### src/rtl/set_mode_ctrl_57_if.sv
// set_mode_ctrl_57_if: front-panel key bundle between the raw buttons and the setting-mode controller.
//   key_mode_raw_57/key_add_raw_57/key_sub_raw_57 : raw active-high buttons (asynchronous to clk)
//   hour_e_57/min_e_57/sec_e_57/week_e_57        : per-field set enables
//   key_add_57/key_sub_57                         : single-cycle add/sub pulses
//   mode_o_57                                     : current state code
interface set_mode_ctrl_57_if;
    logic       key_mode_raw_57, key_add_raw_57, key_sub_raw_57;
    logic       hour_e_57, min_e_57, sec_e_57, week_e_57;
    logic       key_add_57, key_sub_57;
    logic [2:0] mode_o_57;
    modport master (
        output key_mode_raw_57, key_add_raw_57, key_sub_raw_57,
        input  hour_e_57, min_e_57, sec_e_57, week_e_57, key_add_57, key_sub_57, mode_o_57
    );
    modport slave (
        input  key_mode_raw_57, key_add_raw_57, key_sub_raw_57,
        output hour_e_57, min_e_57, sec_e_57, week_e_57, key_add_57, key_sub_57, mode_o_57
    );
endinterface

### src/rtl/set_mode_ctrl_57.sv
// set_mode_ctrl_57: key synchroniser/debouncer and time-setting mode FSM with inactivity timeout.
//   clk_50m_57 : system clock
//   rst_57     : asynchronous active-high reset
//   bus        : set_mode_ctrl_57_if.slave (raw keys in; enables, add/sub pulses, mode code out)
module set_mode_ctrl_57 #(
    parameter int DEB_CYCLES     = 1000000,
    parameter int TIMEOUT_CYCLES = 500000000
) (
    input logic             clk_50m_57,
    input logic             rst_57,
    set_mode_ctrl_57_if.slave bus
);
    localparam int DW = $clog2(DEB_CYCLES);
    localparam int TW = $clog2(TIMEOUT_CYCLES);
    typedef enum logic [2:0] {RUN = 3'd0, SET_HOUR = 3'd1, SET_MIN = 3'd2, SET_SEC = 3'd3, SET_WEEK = 3'd4} state_t;
    // key vectors: bit 0 = mode, bit 1 = add, bit 2 = sub
    logic [2:0] raw, s1, s2, deb, deb_d, stb;
    logic [TW-1:0] to_cnt;
    state_t state, state_nx;
    logic in_set, act, to_hit, add_nx, sub_nx, add_q, sub_q;
    assign raw = {bus.key_sub_raw_57, bus.key_add_raw_57, bus.key_mode_raw_57};
    always_ff @(posedge clk_50m_57 or posedge rst_57) begin
        if (rst_57) begin
            s1    <= '0;
            s2    <= '0;
            deb_d <= '0;
            stb   <= '0;
        end else begin
            s1    <= raw;
            s2    <= s1;
            deb_d <= deb;
            stb   <= deb & ~deb_d;
        end
    end
    // debounced level follows s2 only after DEB_CYCLES consecutive disagreeing samples
    for (genvar i = 0; i < 3; i++) begin : g_deb
        logic [DW-1:0] cnt;
        logic          lvl;
        always_ff @(posedge clk_50m_57 or posedge rst_57) begin
            if (rst_57) begin
                cnt <= '0;
                lvl <= 1'b0;
            end else if (s2[i] == lvl) cnt <= '0;
            else if (cnt == DW'(DEB_CYCLES - 1)) begin
                lvl <= s2[i];
                cnt <= '0;
            end else cnt <= cnt + DW'(1);
        end
        assign deb[i] = lvl;
    end
    always_ff @(posedge clk_50m_57 or posedge rst_57) begin
        if (rst_57) begin
            state  <= RUN;
            to_cnt <= '0;
            add_q  <= 1'b0;
            sub_q  <= 1'b0;
        end else begin
            state  <= state_nx;
            to_cnt <= (!in_set || act || to_hit) ? '0 : to_cnt + TW'(1);
            add_q  <= add_nx;
            sub_q  <= sub_nx;
        end
    end
    // a mode strobe outranks add/sub and the timeout; add outranks sub
    always_comb begin
        in_set = state != RUN && state <= SET_WEEK;
        act    = |stb;
        to_hit = in_set && !act && to_cnt == TW'(TIMEOUT_CYCLES - 1);
        add_nx = in_set && stb[1] && !stb[0];
        sub_nx = in_set && stb[2] && !stb[1] && !stb[0];
        state_nx = RUN;
        case (state)
            RUN:      state_nx = stb[0] ? SET_HOUR : RUN;
            SET_HOUR: state_nx = stb[0] ? SET_MIN  : to_hit ? RUN : SET_HOUR;
            SET_MIN:  state_nx = stb[0] ? SET_SEC  : to_hit ? RUN : SET_MIN;
            SET_SEC:  state_nx = stb[0] ? SET_WEEK : to_hit ? RUN : SET_SEC;
            SET_WEEK: state_nx = stb[0] ? RUN      : to_hit ? RUN : SET_WEEK;
            default:  state_nx = RUN;
        endcase
    end
    assign bus.hour_e_57  = state == SET_HOUR;
    assign bus.min_e_57   = state == SET_MIN;
    assign bus.sec_e_57   = state == SET_SEC;
    assign bus.week_e_57  = state == SET_WEEK;
    assign bus.key_add_57 = add_q;
    assign bus.key_sub_57 = sub_q;
    assign bus.mode_o_57  = state;
endmodule

### src/flat_wrapper.sv
// flat-port wrapper written by rule: the top's interface ports become plain ports
module set_mode_ctrl_57_flat 
#(
    parameter int DEB_CYCLES     = 1000000,
    parameter int TIMEOUT_CYCLES = 500000000
)
  (clk_50m_57, rst_57, bus_key_mode_raw_57, bus_key_add_raw_57, bus_key_sub_raw_57, bus_hour_e_57, bus_min_e_57, bus_sec_e_57, bus_week_e_57, bus_key_add_57, bus_key_sub_57, bus_mode_o_57);
  set_mode_ctrl_57_if bus_i ();
  input logic clk_50m_57;
  input logic rst_57;
  input wire logic [$bits(bus_i.key_mode_raw_57)-1:0] bus_key_mode_raw_57;
  input wire logic [$bits(bus_i.key_add_raw_57)-1:0] bus_key_add_raw_57;
  input wire logic [$bits(bus_i.key_sub_raw_57)-1:0] bus_key_sub_raw_57;
  output wire logic [$bits(bus_i.hour_e_57)-1:0] bus_hour_e_57;
  output wire logic [$bits(bus_i.min_e_57)-1:0] bus_min_e_57;
  output wire logic [$bits(bus_i.sec_e_57)-1:0] bus_sec_e_57;
  output wire logic [$bits(bus_i.week_e_57)-1:0] bus_week_e_57;
  output wire logic [$bits(bus_i.key_add_57)-1:0] bus_key_add_57;
  output wire logic [$bits(bus_i.key_sub_57)-1:0] bus_key_sub_57;
  output wire logic [$bits(bus_i.mode_o_57)-1:0] bus_mode_o_57;
  assign bus_i.key_mode_raw_57 = bus_key_mode_raw_57;
  assign bus_i.key_add_raw_57 = bus_key_add_raw_57;
  assign bus_i.key_sub_raw_57 = bus_key_sub_raw_57;
  assign bus_hour_e_57 = bus_i.hour_e_57;
  assign bus_min_e_57 = bus_i.min_e_57;
  assign bus_sec_e_57 = bus_i.sec_e_57;
  assign bus_week_e_57 = bus_i.week_e_57;
  assign bus_key_add_57 = bus_i.key_add_57;
  assign bus_key_sub_57 = bus_i.key_sub_57;
  assign bus_mode_o_57 = bus_i.mode_o_57;
  set_mode_ctrl_57 #(.DEB_CYCLES(DEB_CYCLES), .TIMEOUT_CYCLES(TIMEOUT_CYCLES)) u_core (.clk_50m_57(clk_50m_57), .rst_57(rst_57), .bus(bus_i));
endmodule
### config.mk
export PLATFORM = sky130hd
export DESIGN_NAME = set_mode_ctrl_57_flat
export DESIGN_NICKNAME = d
export VERILOG_FILES = /design/src/rtl/set_mode_ctrl_57_if.sv /design/src/rtl/set_mode_ctrl_57.sv /design/src/flat_wrapper.sv
export SDC_FILE = /design/constraint.sdc
export NUM_CORES = 1
export LEC_CHECK = 0
export CAP_MARGIN = 20
export CORE_MARGIN = 1
export CORE_UTILIZATION = 30
export CTS_CLUSTER_DIAMETER = 40
export DETAILED_ROUTE_END_ITERATION = 7
export GPL_ROUTABILITY_DRIVEN = 0
export PLACE_DENSITY = 0.52
export SLEW_MARGIN = 15
export SYNTH_ARGS = -nofsm -noshare
export SYNTH_HDL_FRONTEND = slang
export SYNTH_SLANG_ARGS = --single-unit
### constraint.sdc
create_clock -name clk_50m_57 -period 3.8 [get_ports clk_50m_57]
set_input_delay 0.57 -clock clk_50m_57 [delete_from_list [all_inputs] [get_ports clk_50m_57]]
set_output_delay 0.57 -clock clk_50m_57 [all_outputs]
set_load 0.1 [all_outputs]
## Word-level counts from Yosys, hierarchy flattened

Index checks and enable logic that the tools add are counted.

- Register bits after elaboration: 109

- Bitwise logic cells: 5
- Eq/ne operators: 11
- Magnitude comparators: 1
- Muxes and demuxes: 17
- Add/sub/neg operators: 4
- Reductions and logical operators: 20

Operators with widths:

| kind | number |
|---|---|
| $mux 20 | 6 |
| $add 20x1->20 const B | 3 |
| $eq 20x20->1 const B | 3 |
| $add 29x1->29 const B | 1 |
| $eq 29x29->1 const B | 1 |
| $mux 29 | 1 |
| $mux 3 | 5 |
| $pmux 3 s5 | 1 |
| $logic_and 1x1->1 | 8 |
| $eq 3x2->1 const B | 2 |
| $reduce_and 2->1 | 3 |
| $logic_not 1->1 | 4 |
| $mux 2 | 2 |
| $and 3x3->3 | 1 |
| $eq 1x1->1 | 3 |
| $eq 3x1->1 const B | 1 |
| $eq 3x3->1 const B | 1 |
| $le 3x3->1 const B | 1 |
| $logic_not 3->1 | 1 |
| $not 1->1 | 3 |
| $not 3->3 | 1 |
| $reduce_bool 3->1 | 1 |
| $reduce_or 3->1 | 1 |
| $logic_or 1x1->1 | 2 |
| $mux 1 | 2 |

## Longest topological paths before layout

Gate-level depths: netlist (run 1).

- Depth after elaboration: 7
- Depth in mapped cells: 7
- Gate-level depth less buffers: 6

## Worst setup path before layout (run 1)

No wires, ideal clock.

- Path type: flip-flop to output port
- From: register u_core.state[1], in the netlist u_core.bus.mode_o_57[1]
- To: output port bus_min_e_57
- Stages on the path, launching flop included: 2
- Slack: -0.108 ns
- Data required time: 3.230 ns
- Buffers on the path: 0
- Arrival time: 3.338 ns
- Cells stage by stage: dfrtp_1 > nor3b_1

- Longest elaborated chain between the ends: 1

Ends and longest elaborated chain:

| what | line | source |
|---|---|---|
| start, declared | set_mode_ctrl_57.sv:19 | `state_t state, state_nx;` |
| start signal, assigned | set_mode_ctrl_57.sv:58 | `state <= state_nx;` |
| $eq 3x2->1 | set_mode_ctrl_57.sv:82 | `assign bus.min_e_57 = state == SET_MIN;` |
| end, declared | flat_wrapper.sv:15 | `output wire logic [$bits(bus_i.min_e_57)-1:0] bus_min_e_57;` |

Every way passes these cells.

## Worst setup path in the final report (run 1)

- From: register u_core.state[1], in the netlist u_core.bus.mode_o_57[1]
- To: output port bus_week_e_57

- Longest elaborated chain between the ends: 1

Ends and longest elaborated chain:

| what | line | source |
|---|---|---|
| $eq 3x3->1 | set_mode_ctrl_57.sv:84 | `assign bus.week_e_57 = state == SET_WEEK;` |
| end, declared | flat_wrapper.sv:17 | `output wire logic [$bits(bus_i.week_e_57)-1:0] bus_week_e_57;` |

Every way passes these cells.

==> results of run 1 <==
## worst max-delay path, delay by kind of cell (launching register included)
kind	cells	cell delay [ns]
simple gates	1	0.20
fa+ha+maj	1	0.20
buf+inv	1	1.13
flops	1	0.45
## routing by layer
| layer | routed length [um] | up-vias | global-route usage |
|---|---|---|---|
| met2 | 4380 | 42 | 0.186 |
| li1 | - | 1750 | - |
| met4 | 235 | 0 | 0.0644 |
| met5 | 0 | - | 0 |
| met1 | 4830 | 1730 | 0.159 |
| met3 | 232 | 15 | 0.0221 |
## path summary, 6_finish.rpt
| kind | start | to | slack, ns | cells after the start |
|---|---|---|---|---|
| max in group asynchronous | rst_57 | u_core.g_deb[2].cnt[15] | 2.43 | 3 |
| setup / recovery | u_core.bus.mode_o_57[1] | bus_week_e_57 | 0.90 | 3 |
| setup reg to reg | u_core.g_deb[0].cnt[0] | u_core.g_deb[0].cnt[2] | 1.52 | 6 |
| hold reg to reg | u_core.s1[2] | u_core.s2[2] | 0.35 | 0 |
| hold / removal | u_core.s1[2] | u_core.s2[2] | 0.35 | 0 |
| min in group asynchronous | rst_57 | u_core.g_deb[1].cnt[12] | 0.70 | 2 |
## sequential cells by signal (all words and copies together), names as in the netlist
register               flops
u_core.deb_d               3
u_core.bus.key_sub_57      1
u_core.to_cnt             29
u_core.bus.mode_o_57       3
u_core.stb                 3
u_core.g_deb.lvl           3
u_core.g_deb.cnt          60
u_core.s2                  3
u_core.bus.key_add_57      1
u_core.s1                  3
## per-stage QoR
step	util	hold WS, ns	setup slack (ns)	instance area (sq um)
6_report	0.347	0.352	0.900	5790
5_1_grt	0.347	0.361	0.808	5790
4_1_cts	0.347	0.352	0.868	5790
3_5_place_dp	0.331	0.336	1.28	5530
3_3_place_gp	0.331	0.331	1.33	5530
2_1_floorplan	-	0.331	0.356	5160
## kinds of logic (layout without fill, tap and decap cells)
group | after synthesis | in the layout
adder cells (fa/ha/maj) | 6 | 6
buffers and inverters | 16 | 39
multiplexers | 3 | 3
flip-flops | 109 | 109
AO/OA/AOI/OAI | 8 | 8
AND/OR/NAND/NOR | 278 | 278
XOR/XNOR | 83 | 83
## cell type report
cell class | instances | area share
sequential | 109 | 0.471
multi-input combinational | 378 | 0.403
tap | 220 | 0.0475
clock buffer | 14 | 0.0438
timing repair buffer | 15 | 0.0272
inverter | 9 | 0.00626
clock inverter | 1 | 0.00130
## cells in the final DEF, fill, tap and decap left out, types with 9 or more instances in the layout
| cell | instances |
|---|---|
| clkbuf_16 | 9 |
| nand4_1 | 21 |
| clkdlybuf4s50_1 | 13 |
| xor2_1 | 45 |
| nor3_1 | 15 |
| dfrtp_1 | 109 |
| nor2_1 | 102 |
| and4_1 | 9 |
| nand2_1 | 34 |
| nand3_1 | 36 |
| and3_1 | 13 |
| xnor2_1 | 38 |
## power by group through the flow
stage / Sequential (uW) / Clock (uW) / Combinational, uW
global route: 1180 / 945 / 65.4
floorplan: 1200 / 0 / 41.7
CTS: 1180 / 901 / 59.5
detailed placement: 1200 / 0 / 58.9
finish: 1180 / 861 / 55.9
global placement: 1200 / 0 / 57.7
==> results by stage, run 1 <==
Status:
- The run finished with clean final reports.

Routing:
- The number of DRC markers in iteration 0 is 175.
- The via count is 3537.
- After detailed routing, the total wire length is 9680 um.
- The via-per-instance ratio is 4.74.
- Before antenna repair, the detailed router went through 4 iterations.
- The count of unresolved DRC violations after routing is 0.
- In this run the remaining antenna-violating nets after routing total 0.
- Dividing the detail-routed wire length by the instance count gives 13.0 um.

Timing:
- Setup violations remaining at the end of the flow were counted as 0.
- Setup repair after global routing left no endpoint under its margin.
- The final period demand of the worst path is 2.90 ns.
- In this run the tightest slew margin relative to its limit is 0.347.
- The actual slew at the worst max-slew pin is 0.977 ns.
- Of the available clock period, the critical path in the final layout requires 0.763.
- The summed negative setup slack over all endpoints is 0 ns.
- The number of pins with negative max-slew slack in the final report is 0.
- Static timing analysis puts the maximum clock frequency at 345 MHz.
- The number of hold-slack violations in the final timing report is 0.
- Across the routed clock network, the largest skew measured is 0.00773 ns.

Min path:
- The path class of the tightest hold or removal check is register to register.

Global route:
- The number of global-route vias before repair was 3568.
- Global routing finished with a remaining overflow of 0.
- The first-pass GRT wire length is 17100 um.
- For this run, the total global-route usage over all layers was measured as 0.120.
- Entering global routing, the biggest net connects 56 pins.
- The initial antenna violation count came to 0.

Synth:
- Of all cell types, the one taking the most synthesized area is dfrtp_1.
- Of the post-synthesis cell area, the dominant cell type holds 0.529.
- The portion of synthesized area spent on multiplexers is 0.00728.
- The basic-gate share of the synthesized area counting and, or, nand and nor cells is 0.277.
- Yosys printed 0 warnings.
- The compound-cell area share of the yosys netlist is 0.0119.
- The most frequent cell after synthesis is dfrtp_1.
- Averaged over all synthesized cells, the footprint is 10.3 sq um.
- By area, the combinational part of the netlist is dominated by simple AND/OR/NAND/NOR gates.
- The xor-xnor portion of the synthesized cell area is 0.141.
- The cell area that synthesis handed to floorplanning was 0.00516 sq mm.
- By area the synthesized netlist is led by dfrtp_1, xor2_1, nor2_1, xnor2_1, nand3_1.
- The post-synthesis net count is 514.
- Of the synthesized area, sequential elements account for 0.529.
- For this run, the leading register cell type out of synthesis is dfrtp_1.
- The share of synthesized registers carrying an async set or reset is 1.00.
- In this run, synthesis inferred 0 flip-flops with an integrated enable.
- By count the netlist is led by dfrtp_1, nor2_1, xor2_1.
- The count of mapped cells out of synthesis is 503.
- Synthesis instantiated 45 different standard cells from the library.
- The adder and majority cell fraction of the synthesized area is 0.0146.
- The number of storage elements in the synthesis netlist is 109.

Cells and area:
- The count of fill cells added during filler insertion is 1705.
- The total number of nets in the final design is 533.
- The number of standard cells in the final layout excluding fillers is 746.
- Summing all multi-input logic gate instances after layout gives 0.00234 sq mm.
- The area growth from synthesis to layout is 12.3%.
- Across the whole layout, storage elements account for 0.00273 sq mm.
- The fraction of final layout cells sized beyond drive strength 1 is 0.0513.
- 0 antenna diodes ended up in the layout.

Placed design:
- The sum of net half-perimeters after detailed placement is 6490 um.
- Buffers placed on the I/O ports in this run total 13.
- The number of placed instances with taps included is 731.

Clock tree:
- TritonCTS built the clock tree.
- The count of clock tree sinks is 109.
- After clock tree synthesis, the clock-pin slew on the worst setup and hold paths is 0.07 ns.
- Buffers added to address setup during post-CTS repair amount to 0.
- The clock tree root driver cell is clkbuf_16.
- CTS built an H-tree with a depth of 3.
- The hold buffer count at CTS is 0.
- The largest buffer count on any clock path is 2.
- The total CTS buffers is 9.
- Once the clock tree was built, the resizer swapped 0 gates to a different size.
- Clock latency on the worst-skew pair, taken at its later pin, is 0.35 ns.

Critical path:
- The arrival time of data at the critical path endpoint is 2.33 ns.
- The critical path is of the register to output pin type.
- Traced cell by cell, the critical path runs through nor2_1, ha_1, clkdlybuf4s50_1.
- The critical path's slowest cell is clkdlybuf4s50_1.
- The delay of the slowest cell on the worst path is 1.13 ns.
- The kind of launch point of the worst setup path is a register.
- The critical-path maximum fanout is 7.
- STA classifies the critical path endpoint as an output pin.
- At the worst endpoint, the required time is 3.23 ns.

Floorplanning:
- The die area is 0.0177 sq mm.
- The overall die width is 133 um.
- The total I/O pin count is 14.
- The initial cell density of the core is 0.309.
- After floorplanning, the core was divided into 47 placement rows.
- From bottom edge to top edge, the die measures 133 um.
- The core region is 0.0167 sq mm.

Power and ir drop:
- Of the total power, the clock network draws 0.411.
- The leakage power total is 0.00235 uW.
- Of the total power, registers draw 0.562.
- The part of the power in combinational logic is 0.027.
- The switching power is 449 uW.
- The ratio of total power to cell area is 362 mW/mm^2.
- IR analysis of the VDD net gives a maximum drop of 0.248 mV.
- The switching part of the total power is 0.214.
- The total power is 2100 uW.
- The internal power of the cells totals 1650 uW.

Run:
- The max-capacitance violation count is 0.
No activity file was read; power rests on OpenSTA's default activity.
==> run 2: changes to the inputs <==
==> constraint.sdc (replaced) <==
create_clock -name clk_50m_57 -period 2.7 [get_ports clk_50m_57]
set_input_delay 0.405 -clock clk_50m_57 [delete_from_list [all_inputs] [get_ports clk_50m_57]]
set_output_delay 0.405 -clock clk_50m_57 [all_outputs]
set_load 0.1 [all_outputs]
==> results by stage, run 2 (same netlist as run 1, synthesis figures left out) <==
Timing:
- The tightest slew margin relative to the limit is 0.528 (+0.181).
- The worst path setup slack after routing is 0.572 ns (-0.328 ns).
- The summed negative setup slack over all endpoints is 0 ns (unchanged).
- The number of hold-slack violations in the final timing report is 0 (unchanged).
- The actual slew at the worst max-slew pin was 0.702 ns (-0.274 ns).
- The total setup violations reported at the end of the flow is 0 (unchanged).
- Setup repair after global routing left no endpoint under its margin.
- The setup clock skew after layout was 0.00633 ns (-0.00141 ns).
- In the finished design, the share of the clock period the worst path needs comes to 0.788.
- Timing would allow up to 470 MHz.
- The number of pins with negative max-slew slack in the final report is 0 (unchanged).
- The final period demand of the worst path is 2.13 ns.

Cells and area:
- In the final layout, the registers with the most flip-flops are u_core.g_deb.cnt: 60 flops, u_core.to_cnt: 29 flops.
- The count of fill cells added during filler insertion is 1706 (+0.059%).
- The fraction of final layout cells sized beyond drive strength 1 was 0.0814 (+0.0301).
- The end-of-flow core utilization is 0.347 (about the same).
- The register bank with the most flops is u_core.g_deb.cnt.
- Leaving out fill and tap cells, the most frequent cell in the layout is dfrtp_1.
- The total number of nets in the final design was 534 (+0.19%).
- The area growth from synthesis to layout was 12.4% (about the same).
- The final antenna diode count is 0 (unchanged).
- The library cells used most frequently in the layout, excluding fill and tap cells, are dfrtp_1, nor2_1, xor2_1.
- The number of flip-flops in the largest register is 60 (unchanged).

Clock tree:
- The buffers inserted during post-CTS setup optimization was 0 (unchanged).
- The count of clock tree sinks is 109 (unchanged).
- The total CTS buffers was 9 (unchanged).
- The largest buffer count on any clock path came to 2 (unchanged).
- The clock latency on the worst-skew pair is 0.35 ns (about the same).
- The hold buffer count at CTS is 0 (unchanged).
- The clock transition at the register clock pins on the worst setup and hold paths after CTS is 0.07 ns (about the same).
- The clock tree root driver cell is clkbuf_16.
- The number of H-tree levels is 3 (unchanged).
- The post-cts sizing count is 0 (unchanged).
- TritonCTS built the clock tree.

Global route:
- The first-pass GRT wire length was 16800 um (-1.3%).
- The initial antenna violation count is 0 (unchanged).
- The overall routing resource usage is 0.118 (-0.00235).
- The number of global-route vias before repair is 3532 (-1.0%).
- The maximum number of pins on one net before global-route repair came to 96 (+71%).
- The overflow left after global routing is 0 (unchanged).

Critical path:
- The delay of the slowest cell on the worst path is 0.59 ns (-0.54 ns).
- The worst setup path is launched from a register.
- The arrival time of data at the critical path endpoint is 2.34 ns (about the same).
- The data required time of the worst path is 2.92 ns (-0.31 ns).
- The critical-path maximum fanout is 7 (unchanged).
- The critical path goes through nor2_1, ha_1, or4b_1, nor3_1, a211oi_1.
- The critical path is of the register to register type.
- The slowest stage of the critical path is the or4b_1 cell.
- The capturing element type of the critical path is a register.

Min path:
- The path class of the lowest-slack min-delay path is register to register.

Routing:
- The final antenna-violating net count was 0 (unchanged).
- The number of detailed-route iterations in the first pass is 4 (unchanged).
- The count of unresolved DRC violations after routing is 0 (unchanged).
- The wire length reported by the detailed router is 9560 um (-1.2%).
- The number of DRC markers in iteration 0 is 198 (+13%).
- The via-per-instance ratio is 4.66 (-1.6%).
- The routed length per placed instance came to 12.8 um (-1.5%).
- The via count is 3489 (-1.4%).

Placed design:
- The post-place setup slack is 0.561 ns (-0.716 ns).
- The count of input and output buffers is 13 (unchanged).
- The sum of net half-perimeters after detailed placement is 6450 um (-0.64%).

Run:
- The max-capacitance violation count is 0 (unchanged).

Floorplanning:
- The floorplan core area is 0.0167 sq mm (unchanged).
- The floorplan die height is 133 um (unchanged).
- The total I/O pin count was 14 (unchanged).
- The overall die width came to 133 um (unchanged).
- The number of rows created at floorplan was 47 (unchanged).
- The die area was 0.0177 sq mm (unchanged).
- The initial cell density of the core is 0.309 (unchanged).

Power and ir drop:
- The ratio of total power to cell area is 513 mW/mm^2 (+42%).
- The worst-case vdd ir drop came to 0.293 mV (+18%).
- The leakage power total came to 0.00238 uW (+1.4%).

Status:
- The flow ran to the end, and the final reports show no timing, DRC or antenna violations.
[run 2: changes by cell type in the layout (fill, tap and decap cells not counted), sizes merged]
cell	change
clkdlybuf4s50	-9
clkbuf	-5
clkinvlp	+1
inv	-1
clkinv	+6
buf	+10
[run 2: metal layers]
layer	share of wire	routed length [um]	vias to the layer above	global-route usage
met5	0	0	-	0
met4	0.019	177	0	0.0511
met3	0.021	199	12	0.0194
met2	0.44	4200	30	0.183
met1	0.52	4980	1696	0.162
li1	-	-	1751	-
[run 2: power by group]
group / internal [uW] / switching, uW / leakage, uW
logic: 22.3 / 56.4 / 0.000743
clock network: 629 / 610 / 0.000135
registers: 1650 / 11.8 / 0.00150
[run 2: through the flow]
stage	cells	hold slack (ns)	cell area, sq um	power [uW]
floorplan	503	0.331	5170	1750
global route	748	0.368	5800	3100
CTS	748	0.358	5800	3030
detailed placement	732	0.340	5520	1770
global placement	732	0.336	5520	1770
finish	748	0.356	5800	2980
[run 2: area by class of cell]
class | count | area (sq um) | share of cell area
multi-input cells | 378 | 2340 | 0.403
repair buffers | 16 | 143 | 0.0246
clock buffers | 9 | 225 | 0.0388
inverters | 9 | 37.5 | 0.00647
clock inverters | 7 | 52.6 | 0.00906
flip-flops and latches | 109 | 2730 | 0.470
well taps | 220 | 275 | 0.0475
[run 2: path summary, 6_finish.rpt]
check / from / endpoint / slack, ns / cells past startpoint
setup reg to reg: u_core.bus.mode_o_57[1] / u_core.bus.mode_o_57[1] / 0.57 / 5
max in group asynchronous: rst_57 / u_core.to_cnt[28] / 1.52 / 3
min in group asynchronous: rst_57 / u_core.to_cnt[1] / 0.38 / 2
hold reg to reg: u_core.s1[1] / u_core.s2[1] / 0.36 / 0
setup / recovery: u_core.bus.mode_o_57[1] / u_core.bus.mode_o_57[1] / 0.57 / 5
hold / removal: u_core.s1[1] / u_core.s2[1] / 0.36 / 0
[run 2: worst max-delay path: cells and delay by family, from the launching register on]
family	cells	cell delay, ns
AND/OR/NAND/NOR	3	1.08
flip-flops	1	0.46
adder cells (fa/ha/maj)	1	0.31
AO/OA/AOI/OAI	1	0.15
==> run 3: changes to the inputs <==
--- a/config.mk
+++ b/config.mk
@@ -11,7 +11,7 @@
 export CTS_CLUSTER_DIAMETER = 40
 export DETAILED_ROUTE_END_ITERATION = 7
 export GPL_ROUTABILITY_DRIVEN = 0
-export PLACE_DENSITY = 0.52
+export PLACE_DENSITY = 0.53
 export SLEW_MARGIN = 15
 export SYNTH_ARGS = -nofsm -noshare
 export SYNTH_HDL_FRONTEND = slang
==> constraint.sdc (replaced) <==
create_clock -name clk_50m_57 -period 1.8 [get_ports clk_50m_57]
set_input_delay 0.27 -clock clk_50m_57 [delete_from_list [all_inputs] [get_ports clk_50m_57]]
set_output_delay 0.27 -clock clk_50m_57 [all_outputs]
set_load 0.1 [all_outputs]
==> results by stage, run 3 (same netlist as run 1, synthesis figures left out) <==
Power and ir drop:
- The worst-case vdd ir drop is 0.351 mV (+20%).
- The sequential group share of total power came to 0.540 (-0.017).
- The switching power came to 1080 uW (+59%).
- The part of the power in the clock network is 0.429 (+0.013).
- The part of the power in combinational logic came to 0.031 (+0.005).
- The internal power consumption was 3530 uW (+54%).
- The total power is 4610 uW (+55%).
- The leakage power total is 0.00263 uW (+11%).
- The switching part of the total power came to 0.234 (+0.00619).
- The ratio of total power to cell area is 728 mW/mm^2 (+42%).

Timing:
- The summed negative setup slack over all endpoints is 0 ns (unchanged).
- The worst path setup slack after routing is 0.0604 ns (-0.511 ns).
- The number of hold-slack violations in the final timing report came to 0 (unchanged).
- The actual slew at the worst max-slew pin was 0.388 ns (-0.314 ns).
- The setup clock skew after layout is 0.00956 ns (+0.00323 ns).
- After layout, the minimum clock period comes to 1.74 ns.
- For this run, the top clock speed supported by timing is 575 MHz.
- The total setup violations reported at the end of the flow was 0 (unchanged).
- The tightest slew margin relative to the limit is 0.739 (+0.211).
- The number of pins with negative max-slew slack in the final report is 0 (unchanged).
- The share of the clock period used by the worst path after layout is 0.966.

Cells and area:
- The total number of nets in the final design is 576 (+7.9%).
- The number of standard cells in the final layout excluding fillers is 790 (+5.6%).
- The area growth from synthesis to layout is 22.6%.
- The final antenna diode count came to 0 (unchanged).
- The register bank with the most flops is u_core.g_deb.cnt.
- In the final layout, the registers with the most flip-flops are u_core.g_deb.cnt: 60 flops, u_core.to_cnt: 29 flops.
- The top cell types in the final layout, fill and taps aside, are dfrtp_1, nor2_1, xor2_1.
- Leaving out fill and tap cells, the most frequent cell in the layout is dfrtp_1.
- The number of flip-flops in the largest register is 60 (unchanged).
- The fraction of final layout cells sized beyond drive strength 1 is 0.179 (+0.0975).

Clock tree:
- The largest buffer count on any clock path was 2 (unchanged).
- The buffers inserted during post-CTS setup optimization was 0 (unchanged).
- In this run the clock root is driven by a clkbuf_16.
- The number of H-tree levels was 3 (unchanged).
- TritonCTS built the clock tree.
- The total CTS buffers was 9 (unchanged).
- The count of clock tree sinks came to 109 (unchanged).
- The clock transition at the register clock pins on the worst setup and hold paths after CTS is 0.08 ns (about the same).
- The clock latency on the worst-skew pair is 0.36 ns (about the same).

Floorplanning:
- The total I/O pin count is 14 (unchanged).
- The overall die width is 133 um (unchanged).
- The initial cell density of the core is 0.309 (unchanged).
- The die area is 0.0177 sq mm (unchanged).
- The floorplan core area was 0.0167 sq mm (unchanged).
- The number of rows created at floorplan is 47 (unchanged).
- The floorplan die height is 133 um (unchanged).

Global route:
- The initial antenna violation count is 0 (unchanged).
- The overflow left after global routing is 0 (unchanged).
- The first-pass GRT wire length was 17500 um (+3.9%).
- The maximum number of pins on one net before global-route repair was 46 (-52%).
- The number of global-route vias before repair is 3756 (+6.3%).
- The overall routing resource usage came to 0.122 (+0.00446).

Critical path:
- The setup path with the least slack is of type register to output pin.
- The arrival time of data at the critical path endpoint was 1.47 ns (-0.87 ns).
- The capturing element type of the critical path is an output pin.
- The critical-path maximum fanout came to 4 (-3).
- The data required time of the worst path is 1.53 ns (-1.39 ns).
- The kind of launch point of the worst setup path is a register.

Routing:
- The final antenna-violating net count is 0 (unchanged).
- The routed length per placed instance came to 12.7 um (-0.38%).
- The via-per-instance ratio is 4.65 (-0.21%).
- The via count is 3677 (+5.4%).
- The number of DRC markers in iteration 0 is 115 (-42%).
- The number of detailed-route iterations in the first pass is 6 (+2).
- The wire length reported by the detailed router is 10100 um (+5.2%).
- The count of unresolved DRC violations after routing was 0 (unchanged).

Run:
- The max-capacitance violation count was 0 (unchanged).

Placed design:
- The count of input and output buffers is 13 (unchanged).
- The number of placed instances with taps included came to 774 (+5.7%).
- The post-place setup slack is 0.0270 ns (-0.534 ns).
- The sum of net half-perimeters after detailed placement is 7000 um (+8.5%).

Min path:
- The tightest min-delay check is of the input port to asynchronous set/reset pin type.

Status:
- The flow ran to the end, and the final reports show no timing, DRC or antenna violations.
-- run 3: cell count changes in the layout (fill, tap and decap cells not counted), sizes merged --
cell    before  now
clkbuf       9   10
buf         12   54
clkinv       6    2
inv          8   11
-- run 3: final timing paths --
kind / from / to / slack, ns / depth (start not counted)
setup / recovery: u_core.bus.mode_o_57[0] / bus_sec_e_57 / 0.06 / 4
hold / removal: rst_57 / u_core.stb[1] / 0.22 / 2
setup reg to reg: u_core.g_deb[2].cnt[1] / u_core.g_deb[2].lvl / 0.06 / 5
hold reg to reg: u_core.s1[2] / u_core.s2[2] / 0.36 / 0
max in group asynchronous: rst_57 / u_core.g_deb[0].cnt[13] / 1.04 / 3
min in group clk_50m_57: bus_key_add_raw_57 / u_core.s1[1] / 0.35 / 1
-- run 3: routing by layer --
layer | GRT usage | share of wire | vias to the layer above | wire [um]
li1 | - | - | 1831 | -
met1 | 0.166 | 0.50 | 1797 | 5000
met2 | 0.190 | 0.46 | 36 | 4650
met3 | 0.0266 | 0.025 | 13 | 254
met4 | 0.0467 | 0.015 | 0 | 152
met5 | 0 | 0 | - | 0
-- run 3: cell type report --
type,instances,area [sq um]
Multi-Input combinational cell,378,2410
Timing Repair Buffer,58,571
Tap cell,220,275
Inverter,9,37.5
Clock inverter,6,55.1
Clock buffer,10,239
Fill cell,1648,10400
Sequential cell,109,2730
-- run 3: power by group through the flow --
stage / clock, uW / sequential [uW] / combinational (uW)
global placement: 0 / 2530 / 146
detailed placement: 0 / 2530 / 148
floorplan: 0 / 2530 / 88.5
finish: 1980 / 2490 / 144
global route: 2130 / 2490 / 166
CTS: 2040 / 2480 / 149
-- run 3: worst max-delay path, stage by stage (launching register included) --
cell and delay (ns):
dfrtp_2 0.41, buf_4 0.16, nor2b_2 0.16, and2_2 0.22, buf_12 0.17
-- run 3: per-stage QoR --
step                 util  area, sq um  hold slack [ns]
floorplan               -         5190            0.301
global placement    0.357         5970            0.339
detailed placement  0.357         5970            0.339
CTS                 0.375         6270            0.229
global route        0.379         6320            0.238
finish              0.379         6320            0.222
-- run 3: repair_timing --
action / 4_1_cts / 5_1_grt
hold buffers: 0 / 0
endpoints found under the hold margin: 0 / 0
endpoints found under the setup margin: 1 / 49
pin swaps: 0 / 1
resized for setup: 1 / 11
